[config.mk]
export PLATFORM = sky130hd
export DESIGN_NAME = mem_stage
export DESIGN_NICKNAME = d
export VERILOG_FILES = /design/src/rtl/mem_stage.sv
export SDC_FILE = /design/constraint.sdc
export NUM_CORES = 1
export LEC_CHECK = 0
export CAP_MARGIN = 20
export CORE_MARGIN = 1.5
export CORE_UTILIZATION = 44
export CTS_CLUSTER_DIAMETER = 80
export CTS_CLUSTER_SIZE = 28
export DETAILED_ROUTE_END_ITERATION = 8
export PLACE_DENSITY = 0.83
export SETUP_SLACK_MARGIN = 0.3
export SYNTH_ARGS = -nofsm -noshare
export SYNTH_HDL_FRONTEND = slang
export SYNTH_SLANG_ARGS = --single-unit
export TNS_END_PERCENT = 30
[constraint.sdc]
create_clock -name clk -period 2.7 [get_ports clk]
set_clock_uncertainty 0.1 [all_clocks]
set_input_delay 0.81 -clock clk [delete_from_list [all_inputs] [get_ports clk]]
set_output_delay 0.81 -clock clk [all_outputs]
set_load 0.1 [all_outputs]
[src/rtl/mem_stage.sv]
`timescale 1ns/1ps
// Memory access stage: issues data-bus requests for loads/stores and
// produces the registered writeback bundle with load extension.
module mem_stage (
  input  logic        clk,
  input  logic        rst,
  input  logic        valid_i,
  input  logic [31:0] ex_result_mem_i,
  input  logic [31:0] reg2_data_mem_i,
  input  logic [2:0]  funct3_mem_i,
  input  logic        mem_read_mem_i,
  input  logic        mem_write_mem_i,
  input  logic        reg_write_mem_i,
  input  logic [1:0]  mem_to_reg_mem_i,
  input  logic [4:0]  rd_addr_mem_i,
  input  logic [31:0] pc_plus_4_mem_i,
  output logic        stall_o,
  output logic        dmem_req_o,
  output logic        dmem_we_o,
  output logic [31:0] dmem_addr_o,
  output logic [3:0]  dmem_be_o,
  output logic [31:0] dmem_wdata_o,
  input  logic        dmem_gnt_i,
  input  logic        dmem_rvalid_i,
  input  logic [31:0] dmem_rdata_i,
  output logic        wb_valid_o,
  output logic [31:0] wb_data_o,
  output logic [4:0]  wb_rd_addr_o,
  output logic        wb_reg_write_o,
  output logic        mem_err_o
);

  typedef enum logic [1:0] {
    IDLE = 2'd0,
    REQ  = 2'd1,
    RESP = 2'd2
  } state_t;

  state_t      state_q, state_d;
  logic        req_q, req_d, we_q, we_d;
  logic [31:0] addr_q, addr_d, wdata_q, wdata_d;
  logic [3:0]  be_q, be_d;
  logic [2:0]  f3_q, f3_d;
  logic [1:0]  off_q, off_d;
  logic [4:0]  rd_q, rd_d, wbrd_q, wbrd_d;
  logic        rw_q, rw_d;
  logic        wbv_q, wbv_d, wbrw_q, wbrw_d, err_q, err_d;
  logic [31:0] wbd_q, wbd_d;

  logic [1:0]  size, off;
  logic        is_mem, bad_f3, misal, err;
  logic [3:0]  be_n;
  logic [31:0] wdata_n, alu_sel, sh_b, sh_h, ld_data;

  assign size   = funct3_mem_i[1:0];
  assign off    = ex_result_mem_i[1:0];
  assign is_mem = mem_read_mem_i | mem_write_mem_i;
  assign bad_f3 = (size == 2'b11) ||
                  (funct3_mem_i[2] && (mem_write_mem_i || size == 2'b10));
  assign misal  = (size == 2'b01 && off[0]) ||
                  (size == 2'b10 && off != 2'b00);
  assign err    = is_mem &&
                  ((mem_read_mem_i && mem_write_mem_i) || bad_f3 || misal);
  assign alu_sel = (mem_to_reg_mem_i == 2'b10) ? pc_plus_4_mem_i
                                               : ex_result_mem_i;

  always_comb begin
    be_n    = 4'b1111;
    wdata_n = reg2_data_mem_i;
    unique case (1'b1)
      size == 2'b00: begin
        be_n    = 4'b0001 << off;
        wdata_n = {4{reg2_data_mem_i[7:0]}};
      end
      size == 2'b01: begin
        be_n    = 4'b0011 << off;
        wdata_n = {2{reg2_data_mem_i[15:0]}};
      end
      default: ;
    endcase
  end

  assign sh_b = dmem_rdata_i >> {off_q, 3'b000};
  assign sh_h = dmem_rdata_i >> {off_q[1], 4'b0000};

  always_comb begin
    ld_data = dmem_rdata_i;
    unique case (1'b1)
      f3_q == 3'b000: ld_data = {{24{sh_b[7]}}, sh_b[7:0]};
      f3_q == 3'b001: ld_data = {{16{sh_h[15]}}, sh_h[15:0]};
      f3_q == 3'b100: ld_data = {24'd0, sh_b[7:0]};
      f3_q == 3'b101: ld_data = {16'd0, sh_h[15:0]};
      default: ;
    endcase
  end

  always_comb begin
    state_d = state_q;
    req_d   = req_q;
    we_d    = we_q;
    addr_d  = addr_q;
    be_d    = be_q;
    wdata_d = wdata_q;
    f3_d    = f3_q;
    off_d   = off_q;
    rd_d    = rd_q;
    rw_d    = rw_q;
    wbv_d   = 1'b0;
    wbd_d   = wbd_q;
    wbrd_d  = wbrd_q;
    wbrw_d  = 1'b0;
    err_d   = 1'b0;
    unique case (state_q)
      IDLE: if (valid_i) begin
        if (!is_mem || err) begin
          wbv_d  = 1'b1;
          wbd_d  = err ? 32'd0 : alu_sel;
          wbrd_d = rd_addr_mem_i;
          wbrw_d = !err && reg_write_mem_i && rd_addr_mem_i != 5'd0;
          err_d  = err;
        end else begin
          state_d = REQ;
          req_d   = 1'b1;
          we_d    = mem_write_mem_i;
          addr_d  = {ex_result_mem_i[31:2], 2'b00};
          be_d    = be_n;
          wdata_d = wdata_n;
          f3_d    = funct3_mem_i;
          off_d   = off;
          rd_d    = rd_addr_mem_i;
          rw_d    = reg_write_mem_i;
        end
      end
      REQ: if (dmem_gnt_i) begin
        req_d = 1'b0;
        we_d  = 1'b0;
        if (we_q) begin
          state_d = IDLE;
          wbv_d   = 1'b1;
          wbd_d   = 32'd0;
          wbrd_d  = rd_q;
        end else begin
          state_d = RESP;
        end
      end
      RESP: if (dmem_rvalid_i) begin
        state_d = IDLE;
        wbv_d   = 1'b1;
        wbd_d   = ld_data;
        wbrd_d  = rd_q;
        wbrw_d  = rw_q && rd_q != 5'd0;
      end
      default: state_d = IDLE;
    endcase
  end

  always_ff @(posedge clk) begin
    if (rst) begin
      state_q <= IDLE;
      req_q   <= 1'b0;
      we_q    <= 1'b0;
      addr_q  <= 32'd0;
      be_q    <= 4'd0;
      wdata_q <= 32'd0;
      f3_q    <= 3'd0;
      off_q   <= 2'd0;
      rd_q    <= 5'd0;
      rw_q    <= 1'b0;
      wbv_q   <= 1'b0;
      wbd_q   <= 32'd0;
      wbrd_q  <= 5'd0;
      wbrw_q  <= 1'b0;
      err_q   <= 1'b0;
    end else begin
      state_q <= state_d;
      req_q   <= req_d;
      we_q    <= we_d;
      addr_q  <= addr_d;
      be_q    <= be_d;
      wdata_q <= wdata_d;
      f3_q    <= f3_d;
      off_q   <= off_d;
      rd_q    <= rd_d;
      rw_q    <= rw_d;
      wbv_q   <= wbv_d;
      wbd_q   <= wbd_d;
      wbrd_q  <= wbrd_d;
      wbrw_q  <= wbrw_d;
      err_q   <= err_d;
    end
  end

  assign stall_o        = (state_q != IDLE);
  assign dmem_req_o     = req_q;
  assign dmem_we_o      = we_q;
  assign dmem_addr_o    = addr_q;
  assign dmem_be_o      = be_q;
  assign dmem_wdata_o   = wdata_q;
  assign wb_valid_o     = wbv_q;
  assign wb_data_o      = wbd_q;
  assign wb_rd_addr_o   = wbrd_q;
  assign wb_reg_write_o = wbrw_q;
  assign mem_err_o      = err_q;

endmodule

Yosys cells after proc, flatten, opt, wreduce, memory -nomap -nowiden
Index checks and enable logic that the tools add are counted.

operators by class
  reduce and logical (&&, ||, !) cells = 30
  shift operators = 4
  bitwise operators = 4
  multiplexer cells = 40
  equal/unequal tests = 15

operators by type and width
  operator                                                         number
  32-bit 2-to-1 mux                                                7
  32-bit one-hot mux with 4 select lines                           1
  32-bit one-hot mux with 3 select lines                           1
  32-bit one-hot mux with 2 select lines                           1
  32-bit by 5-bit right shift with 16-bit output                   1
  32-bit by 5-bit right shift with 8-bit output                    1
  5-bit 2-to-1 mux                                                 5
  5-bit one-hot mux with 3 select lines                            1
  1-bit 2-to-1 mux                                                 13
  2-bit inequality test, second input constant                     6
  2-bit 2-to-1 mux                                                 5
  5-bit nonzero test                                               2
  2-bit == test, second input constant                             4
  1-bit logical AND                                                8
  4-bit one-hot mux with 2 select lines                            1
  4-bit AND reduction                                              2
  3-bit == test, second input constant                             2
  1-bit logical OR                                                 6
  1-bit one-hot mux with 2 select lines                            3
  2-bit one-hot mux with 3 select lines                            1
  6-bit AND reduction                                              1
  2-bit nonzero test                                               3
  2-bit by 1-bit == test with 1-bit output, second input constant  2
  2-bit zero test                                                  2
  other kinds (11)                                                 14

storage, ports and cells
  register bits = 121
  output and inout port bits = 111

Depth between registers and ports, before layout
  depth in word-level cells = 13
  depth in mapped cells = 9

Least setup slack after synthesis
Ideal clock, no wire load.

  path type = register to register
  start point = register state_q[0]
  end point = register wbd_q[3] (netlist: wb_data_o[3])
  required time = 2.468 ns
  arrival = 2.473 ns
  stages on the path, launching flop included = 10
  slack = -0.005 ns
  clock period less this slack = 2.705 ns
  path buffers = 2
  path through = dfxtp_1 > inv_1 > ha_1 > inv_1 > nor2_1 > a2111o_2 > buf_6 > buf_6 > nor3_1 > nor3_1

between the ends
  cells in the longest elaborated chain, start to end = 3
  elaborated cells on any way between the ends = 11
  those cells by class = eq/ne: 7; mux: 1; reduce/logical: 3

RTL lines
  item                                                                    RTL line  source
  start, declared                                                         39        state_t state_q, state_d;
  start signal, assigned                                                  175       state_q <= state_d;
  2-bit by 1-bit == test with 1-bit output, or another cell as far along  113       unique case (state_q)
  2-bit inequality test (no line) or 3-bit nonzero test (tied branches)   -
  6-bit AND reduction (no line)                                           -
  end signal, assigned                                                    186       wbd_q <= wbd_d;
  end, declared                                                           48        logic [31:0] wbd_q, wbd_d;

Several ways; a longest one is shown, not always the timed one.
A chain may end at the register's enable or synchronous reset.

Worst setup path after layout
  start point = register state_q[0]
  end point = output port stall_o

between the ends
  cells in the longest elaborated chain, start to end = 1

RTL lines
  item                RTL line  source
  2-bit nonzero test  193       assign stall_o = (state_q != IDLE);
  end, declared       17        output logic stall_o,

Every way passes these cells.

==> results.yml <==
yosys:
  muxShareOfSynthArea: 0.121
  synth-simple-area-share: 0.239
  ys_types: 48
  synth_edf_count: 0
  netlist_instances: 788
  synth_xor_area_frac: 0
  async_reset_ff_frac: 0
  avgSynthCellArea_um2: 7.91
  syn-cell-area_mm2: 0.00623
  yosys_register_bits: 121
  ys.flop_type: "dfxtp_1"
  synthAdderAreaFrac: 0.00803
  synth_top_family_by_area: "simple AND/OR/NAND/NOR gates"
  ys.warnings.count: 0
  synth_compound_area_frac: 0.175
  yosysSeqAreaShare: 0.389
sta:
  tightest_slew_ns: 1.01
  whs_ns: 0.353
  setup_tns_ns: 0
  rsz0062_at_grt: "true"
  relSlewSlack: 0.323
  finalCriticalPeriod_ns: 2.42
  fmax_ghz: 0.414
  hold_viol: 0
  slew_viol_final: 0
  setup_viol: 0
  post-route-period-util: 0.895
die:
  num_rows: 43
  die_area_mm2: 0.0149
  die_x_um: 122
  die_y_um: 122
  core-area_mm2: 0.0138
  io_pins: 257
  start_util: 0.451
final_layout:
  area_delta_synth_final_pct: 58.0
  seqCellArea_mm2: 0.00242
  final_nets: 1207
  n_fill_cell: 1005
  n_antenna_cell: 0
  drive_gt1_frac: 0.239
  fin_cells: 1250
  post-route-util: 0.712
  multi_input_area_mm2: 0.00353
pwr:
  switchingPower_w: 0.00252
  ir_worst_vdd_uv: 435
  pwr-share-clk: 0.360
  p_int_w: 0.00413
  combPwrFrac: 0.339
  swShare: 0.378
  leakagePower_nw: 3.96
  power_density_mw_per_mm2: 676
  seq_power_share: 0.300
critical_path:
  cp_max_fo: 7
  path_buf_inv: 3
  required_ns: 1.79
  slowest_delay_ns: 0.34
  crit_type: "reg2out"
  worst_setup_path_end_kind: "primary output"
  critPathSlowestCell: "dfxtp_2"
  worst_ep_arrival_time_ns: 1.51
  cp_num_cells: 4
  start_kind: "flip-flop"
  cpLargestDelayFamily: "buffers and inverters"
  r2r_cells: 9
  critical_path.cell_chain: "inv_1 > ha_4 > clkinvlp_4 > buf_12"
detailed_routing:
  num_vias: 7211
  drt_iter0_drc: 747
  routed_wl_mm: 23.9
  drc: 0
  first_pass_iters: 6
  routed_via_density: 5.77
  wl_per_cell_um: 19.2
  drtAntennaViolNets: 0
place:
  dp_cells: 1208
  gp_congestion: 0.896
  io_buffer_count: 254
  hpwl_mm: 16.2
cts:
  cts_buffers: 17
  cts_tree: "yes"
  clkLatencyLatePin_ns: 0.42
  path_clk_slew_ns: 0.06
  clkSinkCount: 121
  htreeDepth: 4
  cts_hold_buf: 0
  clock_path_buffers: 2
  ctsRootBufferMaster: "clkbuf_16"
job:
  drv_cap: 0
grt:
  grt_overflow: 0
  grt_pass1_vias: 6578
  antenna_found_initial: 0
  grt_usage: 0.313
  grt_max_degree: 49
  grt_pass1_wl_mm: 35.6
hold_path:
  hold_depth: 2
  hold_path_class: "reg2reg"
run_status:
  status: "finished clean"
layout make-up:
class,instances,area share
multi-input cells,580,0.359
repair buffers,318,0.302
well taps,180,0.0229
inverters,19,0.00762
clock inverters,15,0.0194
clock buffers,17,0.0432
flip-flops and latches,121,0.246
sequential cells by signal (all words and copies together), names as in the netlist, 2 cells and up:
name	cells
state_q	2
rd_q	5
wb_rd_addr_o	5
f3_q	3
dmem_addr_o	30
wb_data_o	32
dmem_be_o	4
off_q	2
dmem_wdata_o	32
worst paths after layout:
path	start	end	slack, ns
worst max-delay path	state_q[0]	stall_o	0.28
worst min-delay path	dmem_be_o[1]	dmem_be_o[1]	0.35
worst min register to register	dmem_be_o[1]	dmem_be_o[1]	0.35
worst max register to register	state_q[0]	wb_data_o[23]	0.36
layer usage:
| layer | global-route usage | vias up | wire length [um] |
|---|---|---|---|
| li1 | - | 3328 | - |
| met2 | 0.493 | 428 | 11100 |
| met1 | 0.400 | 3366 | 9530 |
| met5 | 0 | - | 0 |
| met4 | 0.155 | 0 | 1120 |
| met3 | 0.0744 | 89 | 2150 |
cells in the mapped netlist, types with 2 or more instances:
cell,n,area [um2]
a311oi_1,8,70.1
buf_2,12,60.1
and3_1,2,12.5
a2111oi_0,6,52.6
dfxtp_1,121,2420
o21ai_0,17,85.1
inv_1,18,67.6
o32ai_1,7,61.3
buf_1,5,18.8
o21bai_1,2,15.0
ha_1,4,50.1
nor2b_1,34,213
o2111ai_1,2,17.5
o22ai_1,2,12.5
or4_1,2,15.0
nor2_1,36,135
clkbuf_1,40,150
mux2_2,16,180
a221oi_1,2,17.5
buf_6,5,56.3
a31oi_1,2,12.5
nor3_1,103,515
o211ai_1,8,60.1
a211oi_1,17,128
nand2_1,139,522
mux2i_1,57,571
buf_4,9,67.6
nand2b_1,3,18.8
or3_1,2,12.5
a21oi_1,88,440
a221oi_2,2,30.0
cells by family after synthesis:
logic type | count (synthesis)
simple gates | 328
compound gates | 171
buf+inv | 90
flops | 121
fa+ha+maj | 4
other cells | 1
mux | 73
worst register-to-register path, cell delays in order (launching register included):
cell and delay (ns):
dfxtp_2 0.34, inv_1 0.12, ha_4 0.23, clkinvlp_4 0.18, nor2_1 0.32, a2111o_2 0.41, buf_6 0.17, buf_16 0.11
nor2b_1 0.17, nor3_1 0.07
metrics by stage:
stage / power, W / setup slack (ns) / cell area, um2
2_1_floorplan: 0.00347 / 0.223 / 6260
3_3_place_gp: 0.00411 / -0.276 / 8950
3_5_place_dp: 0.00413 / -0.337 / 8950
4_1_cts: 0.00661 / 0.301 / 9810
5_1_grt: 0.00684 / 0.243 / 9850
6_report: 0.00665 / 0.285 / 9850
layout by cell type, fill, tap and decap left out, drive strengths merged, types with 3 or more instances in the layout:
master and instances:
a2111o 3, a2111oi 6, a211oi 17, a21oi 88, a221oi 4, a311oi 8
buf 174, bufinv 3, clkbuf 21, clkdlybuf4s50 134, clkinv 5, clkinvlp 3
dfxtp 121, dlygate4sd2 4, ha 4, inv 23, mux2 16, mux2i 57
nand2 139, nand2b 3, nor2 37, nor2b 34, nor3 103, o2111ai 3
o211ai 8, o21ai 17, o32ai 7
power by group through the flow:
stage	Sequential (W)	Combinational, W	Clock, W
after floorplan	0.00288	0.000592	0
after global placement	0.00203	0.00208	0
after detailed placement	0.00203	0.00210	0
after CTS	0.00199	0.00221	0.00241
after global routing	0.00201	0.00235	0.00248
final	0.00200	0.00226	0.00240
what timing repair did:
item                                    CTS  global route
endpoints found under the setup margin  118           105
buffers inserted                          1             2
pin swaps                                 3             4
gates resized for setup                  30            25
gates cloned                              7             0
No activity file was read; power rests on OpenSTA's default activity.
